--- config.mk ---
export PLATFORM = sky130hd
export DESIGN_NAME = y_collector_flat
export DESIGN_NICKNAME = d
export VERILOG_FILES = /design/src/rtl/y_collector_if.sv /design/src/rtl/y_collector.sv /design/src/flat_wrapper.sv
export SDC_FILE = /design/constraint.sdc
export NUM_CORES = 1
export LEC_CHECK = 0
export BUFFER_PORTS_ARGS = -buffer_cell sky130_fd_sc_hd__buf_2
export CAP_MARGIN = 40
export CORE_MARGIN = 3
export CORE_UTILIZATION = 33
export DETAILED_ROUTE_END_ITERATION = 7
export GPL_ROUTABILITY_DRIVEN = 0
export PLACE_DENSITY_LB_ADDON = 0.2
export SLEW_MARGIN = 20
export SYNTH_ARGS = -nofsm -noshare
export SYNTH_HDL_FRONTEND = slang
export SYNTH_SLANG_ARGS = --single-unit
export TNS_END_PERCENT = 5
--- constraint.sdc ---
create_clock -name clk -period 3.4 [get_ports clk]
set_input_delay 0.68 -clock clk [delete_from_list [all_inputs] [get_ports clk]]
set_output_delay 0.68 -clock clk [all_outputs]
set_load 0.01 [all_outputs]
--- src/rtl/y_collector_if.sv ---
// Producer-to-collector result stream: signed data with a valid/ready handshake.
interface y_collector_if #(
    parameter int unsigned WIDTH = 20
);
    logic signed [WIDTH-1:0] y_data;
    logic                    y_valid;
    logic                    y_ready;

    modport master (output y_data, output y_valid, input y_ready);
    modport slave  (input y_data, input y_valid, output y_ready);
endinterface

--- src/rtl/y_collector.sv ---
// Stores one frame of convolution results, tracks running sum and signed max,
// and serves the stored frame through a one-cycle registered read port.
module y_collector #(
    parameter int unsigned WIDTH     = 20,
    parameter int unsigned Y_LEN_IN  = 64,
    localparam int unsigned LOGY      = $clog2(Y_LEN_IN),
    localparam int unsigned SUM_WIDTH = WIDTH + LOGY
) (
    input  logic                        clk,
    input  logic                        reset,
    input  logic                        start,
    y_collector_if.slave                y,
    input  logic                        rd_en,
    input  logic [LOGY-1:0]             rd_addr,
    output logic signed [WIDTH-1:0]     rd_data,
    output logic                        rd_valid,
    output logic                        frame_done,
    output logic [LOGY:0]               y_count,
    output logic signed [WIDTH-1:0]     max_val,
    output logic signed [SUM_WIDTH-1:0] sum
);
    localparam int unsigned   MEM_DEPTH = 2 ** LOGY;
    localparam logic [LOGY:0] LAST_IDX  = (LOGY + 1)'(Y_LEN_IN - 1);
    localparam logic signed [WIDTH-1:0] MIN_VAL = {1'b1, {(WIDTH - 1){1'b0}}};

    typedef enum logic [1:0] {
        IDLE    = 2'd0,
        COLLECT = 2'd1,
        DONE    = 2'd2
    } state_t;

    state_t state_q;
    state_t state_d;
    logic   clear_c;
    logic   xfer_c;
    logic   rd_fire_c;

    logic signed [WIDTH-1:0] mem [MEM_DEPTH];

    assign y.y_ready  = (state_q == COLLECT);
    assign frame_done = (state_q == DONE);
    assign xfer_c     = y.y_valid && (state_q == COLLECT);

    // Next-state decode; start clears accumulators from IDLE or DONE and wins over a read
    always_comb begin
        state_d   = state_q;
        clear_c   = 1'b0;
        rd_fire_c = 1'b0;
        case (state_q)
            IDLE: begin
                if (start) begin
                    state_d = COLLECT;
                    clear_c = 1'b1;
                end
            end
            COLLECT: begin
                if (xfer_c && (y_count == LAST_IDX)) begin
                    state_d = DONE;
                end
            end
            DONE: begin
                if (start) begin
                    state_d = COLLECT;
                    clear_c = 1'b1;
                end else begin
                    rd_fire_c = rd_en;
                end
            end
            default: state_d = IDLE;
        endcase
    end

    always_ff @(posedge clk) begin
        if (reset) begin
            state_q <= IDLE;
        end else begin
            state_q <= state_d;
        end
    end

    always_ff @(posedge clk) begin
        if (reset) begin
            y_count  <= '0;
            sum      <= '0;
            max_val  <= MIN_VAL;
            rd_data  <= '0;
            rd_valid <= 1'b0;
        end else begin
            rd_valid <= rd_fire_c;
            if (rd_fire_c) begin
                rd_data <= mem[rd_addr];
            end
            if (clear_c) begin
                y_count <= '0;
                sum     <= '0;
                max_val <= MIN_VAL;
            end else if (xfer_c) begin
                y_count <= y_count + (LOGY + 1)'(1);
                sum     <= sum + $signed({{LOGY{y.y_data[WIDTH-1]}}, y.y_data});
                if (y.y_data > max_val) begin
                    max_val <= y.y_data;
                end
            end
        end
    end

    // Result storage is deliberately never cleared; y_count bounds valid entries
    always_ff @(posedge clk) begin
        if (xfer_c) begin
            mem[y_count[LOGY-1:0]] <= y.y_data;
        end
    end

endmodule
--- src/flat_wrapper.sv ---
// flat-port wrapper written by rule: the top's interface ports become plain ports
module y_collector_flat 
#(
    parameter int unsigned WIDTH     = 20,
    parameter int unsigned Y_LEN_IN  = 64,
    localparam int unsigned LOGY      = $clog2(Y_LEN_IN),
    localparam int unsigned SUM_WIDTH = WIDTH + LOGY
)
  (clk, reset, start, rd_en, rd_addr, rd_data, rd_valid, frame_done, y_count, max_val, sum, y_y_data, y_y_valid, y_y_ready);
  y_collector_if #(.WIDTH(WIDTH)) y_i ();
  input  logic clk;
  input  logic reset;
  input  logic start;
  input  logic rd_en;
  input  logic [LOGY-1:0] rd_addr;
  output logic signed [WIDTH-1:0] rd_data;
  output logic rd_valid;
  output logic frame_done;
  output logic [LOGY:0] y_count;
  output logic signed [WIDTH-1:0] max_val;
  output logic signed [SUM_WIDTH-1:0] sum;
  input wire logic [$bits(y_i.y_data)-1:0] y_y_data;
  input wire logic [$bits(y_i.y_valid)-1:0] y_y_valid;
  output wire logic [$bits(y_i.y_ready)-1:0] y_y_ready;
  assign y_i.y_data = y_y_data;
  assign y_i.y_valid = y_y_valid;
  assign y_y_ready = y_i.y_ready;
  y_collector #(.WIDTH(WIDTH), .Y_LEN_IN(Y_LEN_IN)) u_core (.clk(clk), .reset(reset), .start(start), .y(y_i), .rd_en(rd_en), .rd_addr(rd_addr), .rd_data(rd_data), .rd_valid(rd_valid), .frame_done(frame_done), .y_count(y_count), .max_val(max_val), .sum(sum));
endmodule
==> metrics.yaml <==
via_count: 26560
setup_viol: 0
io_pins: 107
crit_slowest_cell: "nand3_1"
cts_buffers: 144
synth_edf_count: 1280
synth_cells: 2515
syn_area_um2: 53330
holdPathStages: 3
worstHoldStart: "start"
path_clk_slew_ns: 0.06
yosysMostFrequentCell: "edfxtp_1"
r2r_start: "u_core.state_q[0]"
syn-num-nets: 2593
hold_viol_final: 0
fin_tns_setup_ns: 0
grt_pass1_wl_mm: 208.8
cts_tree: "yes"
critPathMaxStageDelay_ns: 0.68
die-height_um: 408.0
start_util: 0.3344
ys_async_sr_fraction: 0
worstPathMaxFanout: 16
max_freq_mhz: 352.7
yosysTopAreaCell: "edfxtp_1"
antenna_found_initial: 8
vias_per_cell: 5.187
first_iter_violations: 2606
cts_resized: 0
rows: 146
cap_violations: 0
ctsHoldBuffers: 0
postRouteAntennaNets: 0
synthFlopType: "edfxtp_1"
grt_use_total: 0.1756
synth_commonest_cells: "edfxtp_1, mux4_2, nand2_1"
p_total_mw: 35.26
skew_ns: 0.03019
whs_endpoint: "u_core.state_q[0]"
fin_area_um2: 62710
yosys_warnings: 0
leakage_nw: 20.17
routed_wirelength_mm: 146.9
wire_per_inst_um: 28.68
r2r_end: "u_core.mem[4][13]"
grt_overflow: 0
dp_slack_ns: 0.1387
grt_pass1_vias: 27640
r2r_slack_ns: 0.57
root_buffer: "clkbuf_16"
cp.required_ns: 3.86
peakVddDrop_mv: 0.3466
clock_sinks: 1356
ys_ff_latch: 1356
powerDensity_nw_per_um2: 562.2
synth.top_cell.area_share: 0.7208
clock_latency_ns: 0.78
reg2regPathDepth: 5
holdCritPathClass: "in -> reg"
fp.dieW_um: 408.0
slew_headroom: 0.4306
crit_arrival_ns: 3.29
postSynthAreaPerCell_um2: 21.20
clock_path_buffers: 3
fin_crit_ns: 2.835
grt_setup_unrepaired: "false"
drc: 0
cts-htree-levels: 4
ys_seq_area_frac: 0.7493
syn_to_final_growth_pct: 17.60
synth_area_leaders: "edfxtp_1, mux4_2, dfxtp_1, mux2i_1, ha_1"
crit_path_start_kind: "flip-flop"
numPortBuffers: 106
period_share: 0.8338
placed_area_um2: 58080
cts_setup_buffers: 0
num-nets-final: 2939
maxSlewViolCount: 0
crit_chain: "nor2b_1 > and2_1 > nand3_1 > nor2_2 > buf_12"
placeableCoreArea_um2: 159500
setup_ws_ns: 0.5650
grt_max_degree: 70
dpl.hpwl_mm: 88.73
die_area_um2: 166500
worst-slew-pin-transition_ns: 0.8541
synthDistinctLibCells: 54
critPathCaptureType: "flip-flop"
crit_type: "reg -> reg"
firstDrtPassIters: 5
status: "finished clean"
layout-drive-gt1-share: 0.3281
-- worst max-delay path by stage --
stage,from,end,slack [ns],cells after the start
3_5_place_dp,y_y_data[13],u_core.max_val[1],0.14,12
5_1_grt,u_core.state_q[0],u_core.mem[4][13],0.37,5
6_report,u_core.state_q[0],u_core.mem[4][13],0.57,5
3_3_place_gp,y_y_data[13],u_core.max_val[4],0.06,12
2_1_floorplan,y_y_data[0],u_core.sum[24],0.47,10
4_1_cts,u_core.state_q[0],u_core.mem[4][1],0.56,5
-- stage by stage --
step                hold WS [ns]  instances    util
global route              0.2951       5120  0.3932
CTS                       0.2345       5114  0.3926
finish                    0.2965       5121  0.3933
global placement          0.4633       4856  0.3641
detailed placement        0.4778       4857  0.3642
floorplan                 0.4910       2515       -
-- registers in the layout (all words and copies together), names as in the netlist --
| name | cells |
|---|---|
| u_core.max_val | 20 |
| u_core.rd_valid | 1 |
| u_core.state_q | 2 |
| u_core.y_count | 7 |
| u_core.rd_data | 20 |
| u_core.sum | 26 |
| u_core.mem | 1280 |
-- layer usage --
metal  part of all wire  routed length, um  track usage  vias to the layer above
li1                   -                  -            -                    11220
met1               0.44              65130       0.2470                    14410
met2               0.48              71070       0.2844                      763
met3              0.049               7241      0.02730                      174
met4              0.023               3400      0.04888                        4
met5            0.00016                 23            0                        -
-- cell type report --
cell class / instances / area (um^2)
clock buffer: 191 / 3895
inverter: 26 / 97.59
antenna: 3 / 7.507
timing repair buffer: 332 / 2679
clock inverter: 66 / 643.1
multi-input combinational: 1001 / 12750
sequential: 1356 / 39960
fill: 14250 / 96760
tap: 2146 / 2685
-- placed cells by master, fill, tap and decap left out, drive strengths merged, types with 7 or more instances in the layout --
cell type / n
nor2: 87
mux4: 380
dfxtp: 76
inv: 32
bufinv: 10
edfxtp: 1280
a21oi: 65
xor2: 11
mux2i: 59
clkinv: 49
nand2: 94
buf: 332
a21o: 10
xnor2: 11
ha: 46
nand4: 11
a22oi: 20
o21ai: 22
clkbuf: 191
nor2b: 26
o211ai: 21
nor3: 7
a22o: 8
nand3: 57
-- cells by family after synthesis --
family,share of synthesized area
flops,0.7493
mux,0.1716
simple gates,0.02717
compound gates,0.02203
buf+inv,0.01513
fa+ha+maj,0.01117
xor+xnor,0.003613
-- report_power, final --
part,internal [mW],switching (mW),total [mW]
combinational,0.737,1.06,1.79
clock,8.82,6.34,15.2
sequential,18.3,0.0211,18.3
total,27.8,7.42,35.3
-- critical path, delay by kind of cell, from the launching register on --
family | cells | cell delay, ns
simple gates | 4 | 1.94
buf+inv | 1 | 0.25
flops | 1 | 0.33
Power figures use the tool's default switching activity.
